**config.mk**
```make
export PLATFORM = sky130hd
export DESIGN_NAME = keymgr_key_assemble_flat
export DESIGN_NICKNAME = d
export VERILOG_FILES = /design/src/rtl/keymgr_key_assemble_if.sv /design/src/rtl/keymgr_key_assemble.sv /design/src/flat_wrapper.sv
export SDC_FILE = /design/constraint.sdc
export NUM_CORES = 1
export LEC_CHECK = 0
export BUFFER_PORTS_ARGS = -buffer_cell sky130_fd_sc_hd__buf_4
export CAP_MARGIN = 30
export CORE_MARGIN = 10
export CORE_UTILIZATION = 43
export CTS_CLUSTER_SIZE = 28
export DETAILED_ROUTE_END_ITERATION = 10
export PLACE_DENSITY = 0.67
export SLEW_MARGIN = 20
export SYNTH_ARGS = -nofsm -noshare
export SYNTH_HDL_FRONTEND = slang
export SYNTH_SLANG_ARGS = --single-unit
```
**constraint.sdc**
```tcl
create_clock -name clk_i -period 26.4 [get_ports clk_i]
set_clock_uncertainty 0.15 [all_clocks]
set_input_delay 3.96 -clock clk_i [delete_from_list [all_inputs] [get_ports clk_i]]
set_output_delay 3.96 -clock clk_i [all_outputs]
set_load 0.01 [all_outputs]
```
**src/rtl/keymgr_key_assemble_if.sv**
```systemverilog
// Word-serial key input, consumer clear, and the packed key output of keymgr_key_assemble.
// Handshake: a word transfers on a rising clk edge where word_valid_i && word_ready_o.
interface keymgr_key_assemble_if #(
  parameter int NumRegsKey   = 8,
  parameter int NumSharesKey = 2
);
  localparam int KeyW = NumSharesKey * NumRegsKey * 32;

  logic            word_valid_i;
  logic            word_ready_o;
  logic [31:0]     word_i;
  logic            word_last_i;
  logic            clear_i;
  logic            key_valid_o;
  logic [KeyW-1:0] key_o;
  logic            err_o;

  // Key manager word port and sideload consumer side.
  modport master (
    output word_valid_i, word_i, word_last_i, clear_i,
    input  word_ready_o, key_valid_o, key_o, err_o
  );

  // Assembler side.
  modport slave (
    input  word_valid_i, word_i, word_last_i, clear_i,
    output word_ready_o, key_valid_o, key_o, err_o
  );
endinterface

```
**src/rtl/keymgr_key_assemble.sv**
```systemverilog
// Assembles a word-serial hardware key into the packed two-share sideload key.
// Optional macro KEYMGR_KEY_ASSEMBLE_FRAMING_EN enables word_last_i framing checks and err_o.
module keymgr_key_assemble #(
  parameter int NumRegsKey   = 8,
  parameter int NumSharesKey = 2
) (
  input  logic                 clk_i,
  input  logic                 rst_i,
  keymgr_key_assemble_if.slave bus,
  output logic [1:0]           dbg_state_o
);

  localparam int N    = NumSharesKey * NumRegsKey;
  localparam int KeyW = N * 32;
  localparam int CntW = (N > 1) ? $clog2(N) : 1;

  typedef enum logic [1:0] {
    ST_COLLECT = 2'd0,
    ST_VALID   = 2'd1,
    ST_WIPE    = 2'd2
  } state_e;

  state_e          state_q, state_d;
  logic [CntW-1:0] cnt_q, cnt_d;
  logic [KeyW-1:0] key_q, key_d;
  logic            key_valid_q, key_valid_d;
  logic            err_q, err_d;
  logic            word_ready;
  logic            cnt_last;
  logic            frame_err;

  assign cnt_last = (cnt_q == CntW'(N - 1));

`ifdef KEYMGR_KEY_ASSEMBLE_FRAMING_EN
  // last must coincide exactly with the final slot.
  assign frame_err = (bus.word_last_i != cnt_last);
`else
  logic unused_word_last;
  assign unused_word_last = bus.word_last_i;
  assign frame_err        = 1'b0;
`endif

  always_ff @(posedge clk_i or posedge rst_i) begin
    if (rst_i) begin
      state_q     <= ST_COLLECT;
      cnt_q       <= '0;
      key_q       <= '0;
      key_valid_q <= 1'b0;
      err_q       <= 1'b0;
    end else begin
      state_q     <= state_d;
      cnt_q       <= cnt_d;
      key_q       <= key_d;
      key_valid_q <= key_valid_d;
      err_q       <= err_d;
    end
  end

  always_comb begin
    state_d     = state_q;
    cnt_d       = cnt_q;
    key_d       = key_q;
    key_valid_d = key_valid_q;
    err_d       = 1'b0;
    word_ready  = 1'b0;

    case (state_q)
      ST_COLLECT: begin
        // Clear wins over a coincident word: ready drops so nothing is accepted.
        word_ready = !bus.clear_i;
        if (bus.clear_i) begin
          state_d     = ST_WIPE;
          cnt_d       = '0;
          key_d       = '0;
          key_valid_d = 1'b0;
        end else if (bus.word_valid_i) begin
          if (frame_err) begin
            state_d     = ST_WIPE;
            cnt_d       = '0;
            key_d       = '0;
            key_valid_d = 1'b0;
            err_d       = 1'b1;
          end else begin
            for (int s = 0; s < N; s++) begin
              if (cnt_q == CntW'(s)) key_d[s*32 +: 32] = bus.word_i;
            end
            if (cnt_last) begin
              state_d     = ST_VALID;
              cnt_d       = '0;
              key_valid_d = 1'b1;
            end else begin
              cnt_d = cnt_q + 1'b1;
            end
          end
        end
      end

      ST_VALID: begin
        if (bus.clear_i) begin
          state_d     = ST_WIPE;
          cnt_d       = '0;
          key_d       = '0;
          key_valid_d = 1'b0;
        end
      end

      ST_WIPE: begin
        state_d = ST_COLLECT;
      end

      default: begin
        state_d     = ST_COLLECT;
        cnt_d       = '0;
        key_d       = '0;
        key_valid_d = 1'b0;
      end
    endcase
  end

  assign bus.word_ready_o = word_ready;
  assign bus.key_valid_o  = key_valid_q;
  assign bus.key_o        = key_q;
  assign bus.err_o        = err_q;
  assign dbg_state_o      = state_q;

endmodule

```
**src/flat_wrapper.sv**
```systemverilog
// flat-port wrapper written by rule: the top's interface ports become plain ports
module keymgr_key_assemble_flat 
#(
  parameter int NumRegsKey   = 8,
  parameter int NumSharesKey = 2
)
  (clk_i, rst_i, dbg_state_o, bus_word_valid_i, bus_word_i, bus_word_last_i, bus_clear_i, bus_word_ready_o, bus_key_valid_o, bus_key_o, bus_err_o);
  keymgr_key_assemble_if #(.NumRegsKey(NumRegsKey), .NumSharesKey(NumSharesKey)) bus_i ();
  input  logic clk_i;
  input  logic rst_i;
  output logic [1:0] dbg_state_o;
  input wire logic [$bits(bus_i.word_valid_i)-1:0] bus_word_valid_i;
  input wire logic [$bits(bus_i.word_i)-1:0] bus_word_i;
  input wire logic [$bits(bus_i.word_last_i)-1:0] bus_word_last_i;
  input wire logic [$bits(bus_i.clear_i)-1:0] bus_clear_i;
  output wire logic [$bits(bus_i.word_ready_o)-1:0] bus_word_ready_o;
  output wire logic [$bits(bus_i.key_valid_o)-1:0] bus_key_valid_o;
  output wire logic [$bits(bus_i.key_o)-1:0] bus_key_o;
  output wire logic [$bits(bus_i.err_o)-1:0] bus_err_o;
  assign bus_i.word_valid_i = bus_word_valid_i;
  assign bus_i.word_i = bus_word_i;
  assign bus_i.word_last_i = bus_word_last_i;
  assign bus_i.clear_i = bus_clear_i;
  assign bus_word_ready_o = bus_i.word_ready_o;
  assign bus_key_valid_o = bus_i.key_valid_o;
  assign bus_key_o = bus_i.key_o;
  assign bus_err_o = bus_i.err_o;
  keymgr_key_assemble #(.NumRegsKey(NumRegsKey), .NumSharesKey(NumSharesKey)) u_core (.clk_i(clk_i), .rst_i(rst_i), .bus(bus_i), .dbg_state_o(dbg_state_o));
endmodule
```
==> qor.csv <==
metric,value,unit
ctsLongestPathBuffers,3,
leakagePower,0.0158,uW
power.density,65.2,mW/mm2
first_pass_iters,5,
setup_tns,0,ns
yosysWarningCount,0,
die_x,241,um
syn_inst,1784,
cts_max_level,2,
multi_input_area,0.00719,mm2
crit_top_cell,buf_4,
dp_hpwl,50.7,mm
drt-initial-drc-count,1165,
status,finished clean,
detail-route-antenna-nets,0,
rsz0062_at_grt,no,
antenna_found_initial,3,
post-route-drc-count,0,
drt-vias-per-instance,5.34,
final_area,0.0275,mm2
start_kind,input pin,
ioPinCount,554,
path_cells,buf_4 -> nor3_4 -> buf_4 -> buf_4,
dieArea,0.0579,mm2
nets,2320,
place_area,0.0255,mm2
worst-path-buf-inv,3,
cts_tree,yes,
synth_fp_nets,1825,
period_minus_slack,9.07,ns
final_common_cell,buf_4,
slew_headroom,31.8,%
ctsHoldBuffers,0,
vias,15673,
arrival,4.96,ns
drt_wl_total,74.9,mm
synth_cell_types,31,
diodes,0,
cp_slowest_stage_delay,0.45,ns
synth.area.top_cells,"dfrtp_1 62%, mux2i_1 18%, nand2_1 8.1%",
finalHoldViolations,0,
avgRoutedWirePerCell,25.5,um
critPathCaptureType,primary output,
slew_viol_final,0,
grt_pass1_wl,109,mm
fill_cells,4099,
area_delta_synth_final,31.6,%
gp_congestion,0.800,
cap_viol_max_count,0,
clock.fmax,110,MHz
seq_area_frac_synth,62.1,%
cp_slowest_cell,buf_4,
cts_resized,0,
clkSinkCount,519,
syn_area_per_cell,11.7,um2
cp.required,22.29,ns
setup_viol,0,
portBuffers,551,
grt_max_degree,167,
crit_fanout,37,
grt_use_total,25.2,%
synth_area,0.0209,mm2
synth_top_area_share,62.1,%
core,0.0479,mm2
first_global_vias,16096,
row_count,80,
initial_utilization,43.6,%
finalPower,1800,uW
cp_top_family,buffers and inverters,
finalCritPeriodShare,34.3,%
utilization,57.4,%
cts_root_buf,clkbuf_16,
max_slew.worst_pin.slew,1.02,ns
layout_common_cells,"570 x buf_4, 519 x dfrtp_1, 449 x nand2_1",
clkLatencyLatePin,0.59,ns
layout.area.seq,0.0130,mm2
path_class,input pin to primary output,
synth-seq-cells,519,
grt-ovfl-total,0,
yosysTopAreaCell,dfrtp_1,
die_h,241,um
drive_above_1_share,30.2,%
clk_pin_slew_worst_paths,0.06,ns
max-vdd-ir-drop,0.0464,mV
cts_buffers,54,
min_path_type,flip-flop to flip-flop,
cts_setup_buffers,0,
-- kinds of logic after synthesis --
group | count (synthesis) | synth area share (%)
flops | 519 | 62.1
fa+ha+maj | 4 | 0.239
other cells | 1 | 0.0179
xor+xnor | 1 | 0.0419
compound gates | 139 | 3.52
simple gates | 577 | 11.8
buf+inv | 157 | 3.88
mux | 386 | 18.5
-- synth_stat cells --
| library cell | number |
|---|---|
| nand3_2 | 5 |
| or3_1 | 1 |
| buf_4 | 2 |
| inv_1 | 3 |
| nor3_2 | 1 |
| buf_12 | 1 |
| buf_6 | 22 |
| o21ai_0 | 132 |
| nor3b_4 | 1 |
| nand2b_1 | 1 |
| conb_1 | 1 |
| nand2_1 | 451 |
| mux2i_1 | 385 |
| a21oi_1 | 1 |
| mux2_2 | 1 |
| buf_1 | 4 |
| and2_0 | 1 |
| o211ai_2 | 3 |
| o2bb2a_1 | 1 |
| buf_2 | 26 |
| ha_1 | 4 |
| xor2_1 | 1 |
| o41ai_1 | 1 |
| clkbuf_1 | 99 |
| o2bb2ai_2 | 1 |
| nor2_1 | 4 |
| nor2b_1 | 4 |
| nor3_1 | 1 |
| nand3_4 | 7 |
| dfrtp_1 | 519 |
| nand3_1 | 100 |
-- final cells by class --
class                           instances  area share (%)
Tap cell                              615            2.79
Clock inverter                         16           0.859
Multi-Input combinational cell       1108            26.1
Clock buffer                           81            5.91
Inverter                                3          0.0682
Sequential cell                       519            47.2
Timing Repair Buffer                  593            17.1
-- state kept, by name (all words and copies together) (netlist names) --
name                    count
u_core.dbg_state_o          2
u_core.bus.key_valid_o      1
u_core.cnt_q                4
u_core.bus.key_o          512
-- metrics by stage --
stage,hold WS (ns),setup WS (ns),instances
after floorplan,0.366,7.79,1784
after global placement,0.314,17.35,2816
after detailed placement,0.324,17.33,2831
after CTS,0.338,17.33,2928
after global routing,0.353,17.30,2935
final,0.334,17.33,2935
-- worst register-to-register path, stage by stage (launching register included) --
cell and delay [ns]:
dfrtp_1 0.66, mux2i_4 0.32, buf_4 0.51, buf_12 0.33
buf_4 0.34, buf_16 0.33, buf_4 0.77, nand2_1 0.21
mux2i_1 0.16
-- where the power goes --
| group | internal (uW) | leakage, uW | switching [uW] |
|---|---|---|---|
| Combinational | 53.8 | 0.00763 | 115 |
| Clock | 482 | 0.000917 | 321 |
| Sequential | 813 | 0.00721 | 11.6 |
| Total | 1350 | 0.0158 | 447 |
-- worst paths after layout --
| path | startpoint | to | slack, ns | cells past startpoint |
|---|---|---|---|---|
| max | bus_clear_i | bus_word_ready_o | 17.33 | 4 |
| min | u_core.bus.key_o[494]$_DFFE_PP0P_ | u_core.bus.key_o[494]$_DFFE_PP0P_ | 0.33 | 2 |
| max reg2reg | u_core.dbg_state_o[1]$_DFFE_PP0P_ | u_core.bus.key_o[348]$_DFFE_PP0P_ | 22.53 | 8 |
| min reg2reg | u_core.bus.key_o[494]$_DFFE_PP0P_ | u_core.bus.key_o[494]$_DFFE_PP0P_ | 0.33 | 2 |
| max in group asynchronous | rst_i | u_core.bus.key_o[16]$_DFFE_PP0P_ | 20.46 | 5 |
| min in group asynchronous | rst_i | u_core.bus.key_o[444]$_DFFE_PP0P_ | 3.35 | 2 |
-- metal layers --
metal / wire length (um) / track usage (%)
met5: 0 / 0
met4: 2680 / 9.36
met3: 7790 / 8.71
met2: 35500 / 40.5
met1: 29000 / 31.0
Note: power is estimated with default switching activity, not from simulation.
